$ cat config.mk
export PLATFORM = sky130hd
export DESIGN_NAME = branch_target_predictor
export DESIGN_NICKNAME = d
export VERILOG_FILES = /design/src/rtl/branch_target_predictor.sv
export SDC_FILE = /design/constraint.sdc
export NUM_CORES = 2
export LEC_CHECK = 0
export CAP_MARGIN = 20
export CORE_UTILIZATION = 31
export DETAILED_ROUTE_END_ITERATION = 7
export MAX_ROUTING_LAYER = met4
export SLEW_MARGIN = 20
export SYNTH_ARGS = -nofsm -noshare
export SYNTH_HDL_FRONTEND = slang
export SYNTH_SLANG_ARGS = --single-unit
$ cat constraint.sdc
create_clock -name clk -period 6 [get_ports clk]
set_input_delay 0.9 -clock clk [delete_from_list [all_inputs] [get_ports clk]]
set_output_delay 0.9 -clock clk [all_outputs]
set_load 0.02 [all_outputs]
$ cat src/rtl/branch_target_predictor.sv
// Direct-mapped branch target buffer with 2-bit saturating direction counters.
// Lookup for the fetch PC is combinational; training, mispredict detection and perf counters work from EX.
module branch_target_predictor #(
  parameter int IDX_W = 4
) (
  input  logic        clk,
  input  logic        rst_n,
  input  logic [31:0] PCF,
  output logic        PredTakenF,
  output logic [31:0] PredPCF,
  input  logic [2:0]  BranchTypeE,
  input  logic        BranchE,
  input  logic [31:0] PCE,
  input  logic [31:0] BrTargetE,
  input  logic        PredTakenE,
  input  logic [31:0] PredTargetE,
  input  logic        StallE,
  output logic        MispredictE,
  output logic [31:0] RedirectPCE,
  output logic [31:0] BranchCnt,
  output logic [31:0] MissCnt
);

  localparam int N     = 1 << IDX_W;
  localparam int TAG_W = 32 - IDX_W - 2;

  logic             valid_r  [N];
  logic [TAG_W-1:0] tag_r    [N];
  logic [31:0]      target_r [N];
  logic [1:0]       ctr_r    [N];

  logic [IDX_W-1:0] idx_f_s;
  logic [TAG_W-1:0] tag_f_s;
  logic             hit_f_s;
  logic [IDX_W-1:0] idx_e_s;
  logic [TAG_W-1:0] tag_e_s;
  logic             hit_e_s;
  logic             upd_s;
  logic             unused_s;

  // Saturating step of a 2-bit direction counter toward taken / not-taken.
  function automatic logic [1:0] ctr_step(input logic [1:0] ctr, input logic taken);
    logic [1:0] nxt;
    if (taken) begin
      nxt = (ctr == 2'b11) ? 2'b11 : ctr + 2'b01;
    end else begin
      nxt = (ctr == 2'b00) ? 2'b00 : ctr - 2'b01;
    end
    return nxt;
  endfunction

  // Instructions are word aligned, so the low PC bits carry no information.
  assign unused_s = ^{PCF[1:0], PCE[1:0]};

  // Fetch-side lookup and next-PC selection.
  always_comb begin
    idx_f_s    = PCF[IDX_W+1:2];
    tag_f_s    = PCF[31:IDX_W+2];
    hit_f_s    = valid_r[idx_f_s] && (tag_r[idx_f_s] == tag_f_s);
    PredTakenF = hit_f_s && ctr_r[idx_f_s][1];
    if (PredTakenF) begin
      PredPCF = target_r[idx_f_s];
    end else begin
      PredPCF = PCF + 32'd4;
    end
  end

  // EX-side hit detection, mispredict check and redirect target.
  always_comb begin
    idx_e_s     = PCE[IDX_W+1:2];
    tag_e_s     = PCE[31:IDX_W+2];
    hit_e_s     = valid_r[idx_e_s] && (tag_r[idx_e_s] == tag_e_s);
    upd_s       = (BranchTypeE != 3'b000) && !StallE;
    MispredictE = upd_s && ((BranchE != PredTakenE) ||
                            (BranchE && (PredTargetE != BrTargetE)));
    if (BranchE) begin
      RedirectPCE = BrTargetE;
    end else begin
      RedirectPCE = PCE + 32'd4;
    end
  end

  // Table training: hits move the counter, taken misses allocate, not-taken misses leave the table alone.
  always_ff @(posedge clk or negedge rst_n) begin
    if (!rst_n) begin
      for (int i = 0; i < N; i++) begin
        valid_r[i]  <= 1'b0;
        tag_r[i]    <= '0;
        target_r[i] <= 32'd0;
        ctr_r[i]    <= 2'b01;
      end
    end else if (upd_s) begin
      if (hit_e_s) begin
        ctr_r[idx_e_s] <= ctr_step(ctr_r[idx_e_s], BranchE);
        if (BranchE) begin
          target_r[idx_e_s] <= BrTargetE;
        end
      end else if (BranchE) begin
        valid_r[idx_e_s]  <= 1'b1;
        tag_r[idx_e_s]    <= tag_e_s;
        target_r[idx_e_s] <= BrTargetE;
        ctr_r[idx_e_s]    <= 2'b10;
      end
    end
  end

  // Performance counters, free-running modulo 2^32.
  always_ff @(posedge clk or negedge rst_n) begin
    if (!rst_n) begin
      BranchCnt <= 32'd0;
      MissCnt   <= 32'd0;
    end else if (upd_s) begin
      BranchCnt <= BranchCnt + 32'd1;
      if (MispredictE) begin
        MissCnt <= MissCnt + 32'd1;
      end
    end
  end

endmodule

==> results.ini <==
[outcome]
status=completed

[synthesis]
synth-seq-cells=1040
syn_avg_cell_area_sq_um=14.4
syn-num-nets=3921
synth_adder_area_share=0.00198
async_flop_share=1.00
synth_top_family_by_area=multiplexers
synth_edf_count=0
yosys.area_share.simple=0.0440
synth-seq-area-share=0.479
synth_compound_area_frac=0.0318
syn_area_sq_um=54400
synthMuxAreaShare=0.377
synth_cell_types=78
synth_xor_area_frac=0.0298
ys_warn_count=0
ys.flop_type=dfrtp_1
netlist_instances=3778

[floorplanning]
die_area_sq_um=177000
die_x_microns=421
dieHeight_microns=421
io_pins=266
core-area_sq_um=174000
start_util=0.313
num_rows=153

[timing]
skew_ps=51.9
setup_viol=0
period_share=0.991
tns_ps=0
fmax_mhz=168
timing.final.hold_violations=0
setup_ws_ps=53.1
rsz0062_at_grt=false
maxSlewViolCount=0
finalCriticalPeriod_ps=5950
worstMarginPinSlew_ps=1050
relSlewSlack=0.294

[final_layout]
final_cell_area_sq_um=64600
fin_cells=6453
final_nets=4167
syn_to_final_growth_pct=18.7
drive_above_1_share=0.415

[min_path]
hold_path_class=input pin to async pin

[power]
comb_power_share=0.201
powerDensity_nw_per_um2=318
p_leak_nw=27.9
ir_worst_vdd_v=0.000239
swShare=0.276
cell_internal_pwr_w=0.0149
pwr-share-clk=0.356
p_switching_w=0.00567
seq_power_share=0.443
finalPower_w=0.0205

[clocking]
cts_made_buffers=113
post_cts_buffers=0
htreeDepth=3
cts_tree=done
cts_hold_buf=0
clock-sinks=1040
clkSlewWorstSetupHoldPaths_ps=60
root_buffer=clkbuf_16
clk_latency_ps=760
post_cts_resized=0
cts_buffer_depth=3

[setup_path]
cp.arrival_ps=5050
r2r_end=tag_r[2]
end_kind=primary output
crit_fanout=35
required_ps=5100
rr_worst_depth=11
start_kind=input pin
setup.worst_path.class=input pin to primary output
rr_startpoint=tag_r[351]
r2r_slack_ps=1960

[flow_run]
cap_violations=0

[placed_design]
pre_cts_ws_ps=97.3
hpwlAfterDp_mm=124
io_buffers=265
place_congestion=0.982
dp.cells=6234
place_area_sq_um=60700

[global_route]
grt_pass1_vias=35826
antenna_found_initial=9
grt_max_degree=145
grt_first_pass_wirelength_mm=265
grt_usage=0.212
overflow=0

[detailed_routing]
drt_iter0_drc=3438
drc=0
dr.pass1.iters=5
drt-wirelength-per-cell_microns=28.4
vias=35430
ant_nets=0
via_per_inst=5.49
routed_wl_mm=183

flip-flops by register name (all words and copies together), names as in the netlist:
name       count
valid_r       16
ctr_r         32
target_r     512
MissCnt       32
tag_r        416
BranchCnt     32
per-layer routing:
layer	part of all wire	track usage	up-vias
met5	0	-	-
met4	0.039	0.0810	0
met3	0.057	0.0296	315
met2	0.49	0.339	1282
met1	0.41	0.273	19112
li1	-	-	14721
stage by stage:
step / utilization / hold slack, ps
floorplan: - / 451
global placement: 0.349 / 457
detailed placement: 0.349 / 459
CTS: 0.371 / 232
global route: 0.371 / 298
finish: 0.371 / 251
critical path: stages:
cell and delay (ps):
buf_8 130, buf_12 280, mux4_2 540, mux4_2 500, xnor2_1 240, nand2_1 210
or3_1 430, or4b_4 620, buf_12 220, mux2_4 330, clkdlybuf4s50_1 550
power groups by stage:
| stage | clock network [W] | logic, W | registers [W] |
|---|---|---|---|
| 2_1_floorplan | 0 | 0.00278 | 0.00893 |
| 5_1_grt | 0.00772 | 0.00438 | 0.00924 |
| 6_report | 0.00730 | 0.00413 | 0.00910 |
| 3_5_place_dp | 0 | 0.00414 | 0.00919 |
| 3_3_place_gp | 0 | 0.00407 | 0.00914 |
| 4_1_cts | 0.00744 | 0.00416 | 0.00907 |
logic make-up after synthesis:
logic type,count (synthesis)
fa+ha+maj,9
simple gates,465
buf+inv,406
compound gates,238
flops,1040
xor+xnor,185
mux,1435
synthesized netlist by cell type (18+ instances only):
cell type | n | area share
and3_1 | 26 | 0.0030
nand2b_1 | 26 | 0.0030
buf_6 | 44 | 0.0091
a21oi_1 | 23 | 0.0021
xor2_1 | 83 | 0.013
nor4_1 | 18 | 0.0021
nor3_1 | 19 | 0.0017
nor2_1 | 57 | 0.0039
inv_1 | 36 | 0.0025
mux2_4 | 29 | 0.0080
clkbuf_1 | 219 | 0.015
mux2_2 | 798 | 0.17
nand4_1 | 32 | 0.0037
o21ai_0 | 54 | 0.0050
dfrtp_1 | 1024 | 0.47
xnor2_1 | 102 | 0.016
mux4_2 | 383 | 0.16
buf_1 | 46 | 0.0032
buf_4 | 25 | 0.0035
nand2_1 | 149 | 0.010
mux2_1 | 154 | 0.032
buf_2 | 35 | 0.0032
nand3_1 | 72 | 0.0066
mux2i_1 | 71 | 0.013
placed cells by master, fill, tap and decap left out, types with 22 or more instances in the layout:
master / Yosys / routed
nand4_1: 32 / 32
clkinv_2: 0 / 27
mux4_2: 383 / 383
xnor2_1: 102 / 102
nor2_1: 57 / 57
nand2b_1: 26 / 26
nand2_1: 149 / 138
a21oi_1: 23 / 23
dfrtp_1: 1024 / 1024
mux2i_1: 71 / 71
inv_1: 36 / 36
o21ai_0: 54 / 54
xor2_1: 83 / 83
clkbuf_8: 0 / 28
and3_1: 26 / 22
clkbuf_16: 0 / 114
buf_12: 0 / 49
mux2_1: 154 / 154
clkdlybuf4s50_1: 0 / 252
nand3_1: 72 / 72
buf_4: 25 / 192
mux2_4: 29 / 29
clkbuf_1: 219 / 25
mux2_2: 798 / 798
cell type report:
type	instances	area [sq um]
clock inverter	46	576
timing repair buffer	500	5030
sequential	1040	26000
antenna	7	17.5
clock buffer	166	3320
inverter	37	141
fill	16494	109000
tap	2325	2910
multi-input combinational	2332	26500
how the worst max path moves through the flow:
stage,cells past startpoint,slack [ps],start,end
2_1_floorplan,11,860,PCF[2],PredPCF[0]
6_report,11,50,PCF[2],PredPCF[6]
3_3_place_gp,12,140,PCF[2],PredPCF[1]
4_1_cts,11,80,PCF[2],PredPCF[6]
3_5_place_dp,11,100,PCF[2],PredPCF[6]
5_1_grt,11,0.8,PCF[2],PredPCF[6]
Power figures use the tool's default switching activity.
